$ cat config.mk
export PLATFORM = sky130hd
export DESIGN_NAME = mux_bus_arbiter_flat
export DESIGN_NICKNAME = d
export VERILOG_FILES = /design/src/rtl/mux_bus_arbiter_if.sv /design/src/rtl/mux_bus_arbiter.sv /design/src/flat_wrapper.sv
export SDC_FILE = /design/constraint.sdc
export NUM_CORES = 1
export LEC_CHECK = 0
export ABC_AREA = 1
export CORE_MARGIN = 5
export CORE_UTILIZATION = 38
export DETAILED_ROUTE_END_ITERATION = 10
export MAX_ROUTING_LAYER = met4
export PLACE_DENSITY_LB_ADDON = 0.3
export SETUP_SLACK_MARGIN = 0.3
export SKIP_CTS_REPAIR_TIMING = 1
export SYNTH_ARGS = -nofsm -noshare
export SYNTH_HDL_FRONTEND = slang
export SYNTH_SLANG_ARGS = --single-unit
$ cat constraint.sdc
create_clock -name clk -period 1.5 [get_ports clk]
set_clock_uncertainty 0.05 [all_clocks]
set_input_delay 0.15 -clock clk [delete_from_list [all_inputs] [get_ports clk]]
set_output_delay 0.15 -clock clk [all_outputs]
set_load 0.05 [all_outputs]
$ cat src/rtl/mux_bus_arbiter_if.sv
// Bundle between the two requesters and the shared operand/bus mux arbiter.
//
// Handshake: reqX is a request that doubles as a per-beat valid, and gntX
// plays the role of ready. A beat moves on every rising edge where reqX and
// gntX are both high. The requester must hold dataINX/lastX stable while
// reqX=1 and gntX=0. lastX only has meaning on a beat. validOUT marks the
// cycle after a beat, when dataOUT carries that beat's word.
interface mux_bus_arbiter_if #(
  parameter int WIDTH = 9
);
  logic             reqA;
  logic [WIDTH-1:0] dataINA;
  logic             lastA;
  logic             reqB;
  logic [WIDTH-1:0] dataINB;
  logic             lastB;
  logic             gntA;
  logic             gntB;
  logic             sel;
  logic [WIDTH-1:0] dataOUT;
  logic             validOUT;

  // Requester side: drives requests and data, observes grants and output.
  modport master (
    output reqA, dataINA, lastA, reqB, dataINB, lastB,
    input  gntA, gntB, sel, dataOUT, validOUT
  );

  // Arbiter side.
  modport slave (
    input  reqA, dataINA, lastA, reqB, dataINB, lastB,
    output gntA, gntB, sel, dataOUT, validOUT
  );
endinterface

$ cat src/rtl/mux_bus_arbiter.sv
// Round-robin arbiter and sequencer for the shared 2:1 operand/bus mux.
// Grants go to A or B. Each grant lasts at most MAX_HOLD beats, so neither
// side can starve the other. The selected word is registered onto dataOUT
// with a validOUT strobe one cycle after its beat.
module mux_bus_arbiter #(
  parameter int WIDTH    = 9,
  parameter int MAX_HOLD = 8   // legal range 1..15
) (
  input  logic              clk,
  input  logic              rst,
  mux_bus_arbiter_if.slave  bus,
  output logic [1:0]        state_dbg
);

  typedef enum logic [1:0] {
    IDLE   = 2'd0,
    BUSY_A = 2'd1,
    BUSY_B = 2'd2
  } state_t;

  state_t           state;
  logic             ptr_b;      // 0: A has priority on contention, 1: B
  logic [3:0]       cnt;        // beats already taken in the current grant
  logic [WIDTH-1:0] dout_q;
  logic             valid_q;

  logic             cur_req;
  logic             cur_last;
  logic [WIDTH-1:0] cur_data;
  logic             oth_req;
  logic             hit_max;
  logic             grant_end;

  // Outputs are a pure decode of registered state; no path from req.
  assign bus.gntA     = (state == BUSY_A);
  assign bus.gntB     = (state == BUSY_B);
  assign bus.sel      = (state == BUSY_B);
  assign bus.dataOUT  = dout_q;
  assign bus.validOUT = valid_q;
  assign state_dbg    = state;

  // Look at the side that currently owns the bus and decide whether its
  // grant ends at this edge. Only meaningful while in a BUSY state.
  always_comb begin
    cur_req   = bus.reqA;
    cur_last  = bus.lastA;
    cur_data  = bus.dataINA;
    oth_req   = bus.reqB;
    if (state == BUSY_B) begin
      cur_req  = bus.reqB;
      cur_last = bus.lastB;
      cur_data = bus.dataINB;
      oth_req  = bus.reqA;
    end
    // cnt < MAX_HOLD <= 15 inside a grant, so cnt+1 cannot wrap.
    hit_max   = ((cnt + 4'd1) == 4'(MAX_HOLD));
    // A dropped request ends the grant on its own, so last/max only need
    // to be considered on an actual beat.
    grant_end = !cur_req || cur_last || hit_max;
  end

  // Arbitration FSM, beat counter, priority pointer and output register.
  always_ff @(posedge clk or posedge rst) begin
    if (rst) begin
      state   <= IDLE;
      ptr_b   <= 1'b0;
      cnt     <= 4'd0;
      dout_q  <= '0;
      valid_q <= 1'b0;
    end else begin
      case (state)
        IDLE: begin
          valid_q <= 1'b0;
          cnt     <= 4'd0;
          // The pointer is left alone here; it only moves when a grant ends.
          if (bus.reqA && bus.reqB) state <= ptr_b ? BUSY_B : BUSY_A;
          else if (bus.reqA)        state <= BUSY_A;
          else if (bus.reqB)        state <= BUSY_B;
        end
        BUSY_A, BUSY_B: begin
          if (cur_req) begin
            dout_q  <= cur_data;
            valid_q <= 1'b1;
          end else begin
            valid_q <= 1'b0;
          end
          if (grant_end) begin
            // Exactly one pointer flip per grant end, even when last and
            // max hold coincide.
            ptr_b <= (state == BUSY_A);
            cnt   <= 4'd0;
            if (oth_req)      state <= (state == BUSY_A) ? BUSY_B : BUSY_A;
            else if (cur_req) state <= state;  // ended by last/max: fresh grant
            else              state <= IDLE;
          end else begin
            cnt <= cnt + 4'd1;
          end
        end
        default: begin
          state   <= IDLE;
          valid_q <= 1'b0;
          cnt     <= 4'd0;
        end
      endcase
    end
  end

endmodule

$ cat src/flat_wrapper.sv
// flat-port wrapper written by rule: the top's interface ports become plain ports
module mux_bus_arbiter_flat 
#(
  parameter int WIDTH    = 9,
  parameter int MAX_HOLD = 8                       
)
  (clk, rst, state_dbg, bus_reqA, bus_dataINA, bus_lastA, bus_reqB, bus_dataINB, bus_lastB, bus_gntA, bus_gntB, bus_sel, bus_dataOUT, bus_validOUT);
  mux_bus_arbiter_if #(.WIDTH(WIDTH)) bus_i ();
  input  logic clk;
  input  logic rst;
  output logic [1:0] state_dbg;
  input wire logic [$bits(bus_i.reqA)-1:0] bus_reqA;
  input wire logic [$bits(bus_i.dataINA)-1:0] bus_dataINA;
  input wire logic [$bits(bus_i.lastA)-1:0] bus_lastA;
  input wire logic [$bits(bus_i.reqB)-1:0] bus_reqB;
  input wire logic [$bits(bus_i.dataINB)-1:0] bus_dataINB;
  input wire logic [$bits(bus_i.lastB)-1:0] bus_lastB;
  output wire logic [$bits(bus_i.gntA)-1:0] bus_gntA;
  output wire logic [$bits(bus_i.gntB)-1:0] bus_gntB;
  output wire logic [$bits(bus_i.sel)-1:0] bus_sel;
  output wire logic [$bits(bus_i.dataOUT)-1:0] bus_dataOUT;
  output wire logic [$bits(bus_i.validOUT)-1:0] bus_validOUT;
  assign bus_i.reqA = bus_reqA;
  assign bus_i.dataINA = bus_dataINA;
  assign bus_i.lastA = bus_lastA;
  assign bus_i.reqB = bus_reqB;
  assign bus_i.dataINB = bus_dataINB;
  assign bus_i.lastB = bus_lastB;
  assign bus_gntA = bus_i.gntA;
  assign bus_gntB = bus_i.gntB;
  assign bus_sel = bus_i.sel;
  assign bus_dataOUT = bus_i.dataOUT;
  assign bus_validOUT = bus_i.validOUT;
  mux_bus_arbiter #(.WIDTH(WIDTH), .MAX_HOLD(MAX_HOLD)) u_core (.clk(clk), .rst(rst), .bus(bus_i), .state_dbg(state_dbg));
endmodule
==> reports/metrics.cfg <==
[floorplan]
design.die.area_um2=3730
die_y_um=61.0
core-area_um2=2480
std_cell_rows=18
ios=39
fp.dieW_um=61.0
start_util_pct=39.9

[logic_synthesis]
yosysSeqAreaShare_pct=43.0
synthesis.area_um2=990
syn_inst=125
ys_ff_latch=17
synth.net_count=154
synth_warnings=0
avgSynthCellArea_um2=7.92
ys_types=20

[grt]
grt-ovfl-total=0
grt_usage_pct=14.4
grt_pass1_vias=903
grt_pass1_wl_um=3870
grt_antenna_before_repair=0
grt_max_degree=20

[finish]
area_delta_synth_final_pct=60.2
antenna_cells=0
fillCellCount=201
final_common_cell=nand2_1
final_cell_mix=nand2_1, clkdlybuf4s50_1, buf_4, nor2_1, dfrtp_1
seq_area_um2=428
post-route-util_pct=64.0
drive_gt1_share_pct=30.3
multiInputGateArea_um2=527
finalNetCount=205

[detailed_routing]
drcViolationCount=0
drt-vias-per-instance=4.79
drt_iter0_markers=18
dr_total_vias=981
finalWirelength_um=2440
dr.pass1.iters=4
wl_per_cell_um=11.9
postRouteAntennaNets=0

[critical_path]
path_cells=inv_4 > ha_4 > buf_6 > buf_12
critPathKind=register to output port
critical_path_required_ns=1.30
slowest_delay_ns=0.43
cp-start-kind=register
worstPathArrival_ns=1.27
crit_fanout=10
worstRegToRegCells=10
setup.worst_path.end_class=output port
cp_slowest_cell=dfrtp_2

[sta]
post-route-min-period_ns=1.47
hold_violations=0
tightest_slew_ns=0.249
slew_headroom_pct=83.3
setup-violations-final=0
slew_violations=0
max_freq_ghz=0.678
fin_hold_ws_ns=0.105
rsz0062_at_grt=true
min_period_over_period_pct=98.3

[clock_network]
cts_tree=built
clk_latency_ns=0.29
cts.path.max_buffers=2
h-tree-depth=1
cts-buffers-inserted=3
clk_pin_slew_ns=0.11
clock_sinks=17
cts-root-buf=clkbuf_4

[power_and_ir_drop]
power_uw=3470
powerDensity_nw_per_um2=2190
p_leak_uw=0.000765
vdd_drop_max_mv=1.70

[placement]
port-buffer-count=38
place_congestion=0.906
dp_hpwl_um=1920

[flow_run]
maxCapViolations=0

[worst_hold_path]
min_path_type=input port to async pin

[status]
status=completed

-- stage by stage --
stage | TNS [ns] | instance area (um2) | setup slack [ns] | cells
after floorplan | -1.85 | 1010 | -0.160 | 125
after global placement | 0 | 1480 | 0.0451 | 198
after detailed placement | -0.00255 | 1480 | -0.00255 | 198
after CTS | -0.0792 | 1510 | -0.0298 | 202
after global routing | -0.167 | 1590 | -0.0618 | 205
final | 0 | 1590 | 0.0260 | 205
-- Yosys cell counts --
cell type   n  area share, %
nand2_2     4            2.5
nor4_1      1           0.63
a31oi_1     9            5.7
nand3_2     1            1.0
inv_4       1           0.63
inv_1      10            3.8
inv_2       2           0.76
dfrtp_1    17             43
nand2_4     1            1.1
ha_1        5            6.3
nand3_4     1            1.8
buf_6       2            2.3
nand3_1     6            3.0
nand2_1    41             16
nor2_2      2            1.3
nor2_4      1            1.1
a21oi_1     2            1.0
buf_4       2            1.5
nor2_1     15            5.7
nand4_1     2            1.3
-- per-layer routing --
metal / routed length [um] / up-vias / track usage (%)
met5: 0 / - / -
met4: 27 / 0 / 6.81
met3: 193 / 2 / 2.94
met2: 1210 / 30 / 22.7
met1: 1020 / 452 / 17.5
li1: - / 497 / -
-- kinds of logic after synthesis --
| group | count (synthesis) | share of synthesized area [%] |
|---|---|---|
| AO/OA/AOI/OAI | 11 | 6.70 |
| adder cells (fa/ha/maj) | 5 | 6.32 |
| buffers and inverters | 17 | 8.98 |
| flip-flops | 17 | 43.0 |
| AND/OR/NAND/NOR | 75 | 35.0 |
-- critical path: cells and delay by family (launching register included) --
family / cells / cell delay (ns)
DFF: 1 / 0.43
buffers and inverters: 3 / 0.38
adders and majority gates: 1 / 0.18
-- cell type report --
class,count,area share [%]
clock inverters,1,0.316
well taps,30,2.37
multi-input cells,91,33.2
inverters,13,3.71
repair buffers,50,32.0
clock buffers,3,1.42
flip-flops and latches,17,27.0
-- registers in the layout, summed over array words and instances (netlist names) --
| signal | cells |
|---|---|
| u_core.ptr_b | 1 |
| u_core.cnt | 4 |
| u_core.bus.validOUT | 1 |
| u_core.bus.dataOUT | 9 |
| u_core.state_dbg | 2 |
-- path summary, 6_finish.rpt --
check	from	endpoint	slack [ns]
max reg2reg	u_core.state_dbg[0]	u_core.state_dbg[1]	0.03
min reg2reg	u_core.ptr_b	u_core.ptr_b	0.44
max in group asynchronous	rst	u_core.state_dbg[1]	1.08
min in group clk	bus_dataINA[6]	u_core.bus.dataOUT[6]	0.36
max	u_core.state_dbg[0]	bus_sel	0.03
min	rst	u_core.bus.validOUT	0.11
-- power by group --
group          switching, uW  internal, uW  leakage, uW
logic                   1480           992     0.000543
registers                106           646     0.000204
clock network            143          99.0    0.0000177
Note: power is estimated with default switching activity, not from simulation.
==> RTL edit, RTL diff (same flow settings) <==
`WIDTH` is set to 9 in 3 places; all go to 18.
--- a/src/rtl/mux_bus_arbiter_if.sv
+++ b/src/rtl/mux_bus_arbiter_if.sv
@@ -6,7 +6,7 @@
 // reqX=1 and gntX=0. lastX only has meaning on a beat. validOUT marks the
 // cycle after a beat, when dataOUT carries that beat's word.
 interface mux_bus_arbiter_if #(
-  parameter int WIDTH = 9
+  parameter int WIDTH = 18
 );
   logic             reqA;
   logic [WIDTH-1:0] dataINA;
--- a/src/rtl/mux_bus_arbiter.sv
+++ b/src/rtl/mux_bus_arbiter.sv
@@ -3,7 +3,7 @@
 // side can starve the other. The selected word is registered onto dataOUT
 // with a validOUT strobe one cycle after its beat.
 module mux_bus_arbiter #(
-  parameter int WIDTH    = 9,
+  parameter int WIDTH    = 18,
   parameter int MAX_HOLD = 8   // legal range 1..15
 ) (
   input  logic              clk,
--- a/src/flat_wrapper.sv
+++ b/src/flat_wrapper.sv
@@ -1,7 +1,7 @@
 // flat-port wrapper written by rule: the top's interface ports become plain ports
 module mux_bus_arbiter_flat 
 #(
-  parameter int WIDTH    = 9,
+  parameter int WIDTH    = 18,
   parameter int MAX_HOLD = 8                       
 )
   (clk, rst, state_dbg, bus_reqA, bus_dataINA, bus_lastA, bus_reqB, bus_dataINB, bus_lastB, bus_gntA, bus_gntB, bus_sel, bus_dataOUT, bus_validOUT);
Interface: changed (resized bus_dataINA, bus_dataINB and bus_dataOUT); port bits go from 39 to 66. The function was not compared with the original's and may differ.
==> RTL edit against the unedited design <==
  * The run now ends with negative setup slack left
  * Worst setup slack got worse by 0.050 ns
  * Core utilization rose by 6.2 points
  * Power up 57%
  * Design area up 50%
  * Routed wire length is 51% higher
  * Synthesized area up 36%
  * Sequential power up 58%
  * Sequential cell count up 9
  * Critical path type unchanged
  * Critical endpoint unchanged
  * Largest cell class is now buffers
  * Largest power group unchanged
==> RTL edit: results <==
export IMPL_violations="negative setup slack"
export IMPL_setup_slack_ns=-0.0235
export IMPL_status="complete, but fails checks"
export IMPL_place_hpwl_um=2770
export IMPL_drt_total_wl_um=3700
export IMPL_portBuffers=65
export IMPL_worst_pin_slew_ns=0.329
export IMPL_largest_reg_flops=18
export IMPL_drtIter0Drc=93
export IMPL_ys_top_cells_by_count="nand2_1 (62), dfrtp_1 (26), nor2_1 (26)"
export IMPL_yosysUniqueCellTypes=17
export IMPL_place_ws_ns=-0.0361
export IMPL_synth_seq_area_share_pct=48.2
export IMPL_crit_fanout=7
export IMPL_leakagePower_uw=0.00108
export IMPL_critical_path_max_stage_delay_ns=0.45
export IMPL_grt_use_met3_pct=5.94
export IMPL_syn_num_nets=218
export IMPL_grt_pass1_vias=1344
export IMPL_routedWlPerCell_um=12.4
export IMPL_insertion_delay_ns=0.32
export IMPL_setup_viol=10
export IMPL_place_inst=288
export IMPL_dr_wl_met2_um=1840
export IMPL_synth_area_top_cells="dfrtp_1 (48%), nand2_1 (17%), a31oi_1 (8.3%)"
export IMPL_clk_pin_slew_worst_paths_ns=0.15
export IMPL_wl_met3_um=270
export IMPL_grt_util_met2_pct=26.2
-- RTL edit: cell types whose count changed in the layout (fill, tap and decap cells not counted), moves of 2 or more --
| cell | before | now |
|---|---|---|
| nor2_1 | 15 | 21 |
| a31oi_1 | 9 | 18 |
| buf_8 | 0 | 3 |
| buf_4 | 19 | 33 |
| dfrtp_1 | 15 | 24 |
| nand2_1 | 39 | 56 |
| nor2_4 | 1 | 4 |
| inv_1 | 9 | 7 |
| clkdlybuf4s50_1 | 23 | 41 |
-- RTL edit: power by group --
part	total (uW)	leakage, uW	internal (uW)	switching, uW
clock network	476	0.0000279	270	206
registers	1190	0.000304	1010	175
logic	3790	0.000747	1480	2310
-- RTL edit: cell type report --
cell class,count,area share (%)
Timing Repair Buffer,86,35.5
Sequential cell,26,27.5
Inverter,10,1.79
Clock inverter,1,1.26
Tap cell,46,2.42
Clock buffer,3,0.947
Multi-Input combinational cell,126,30.6
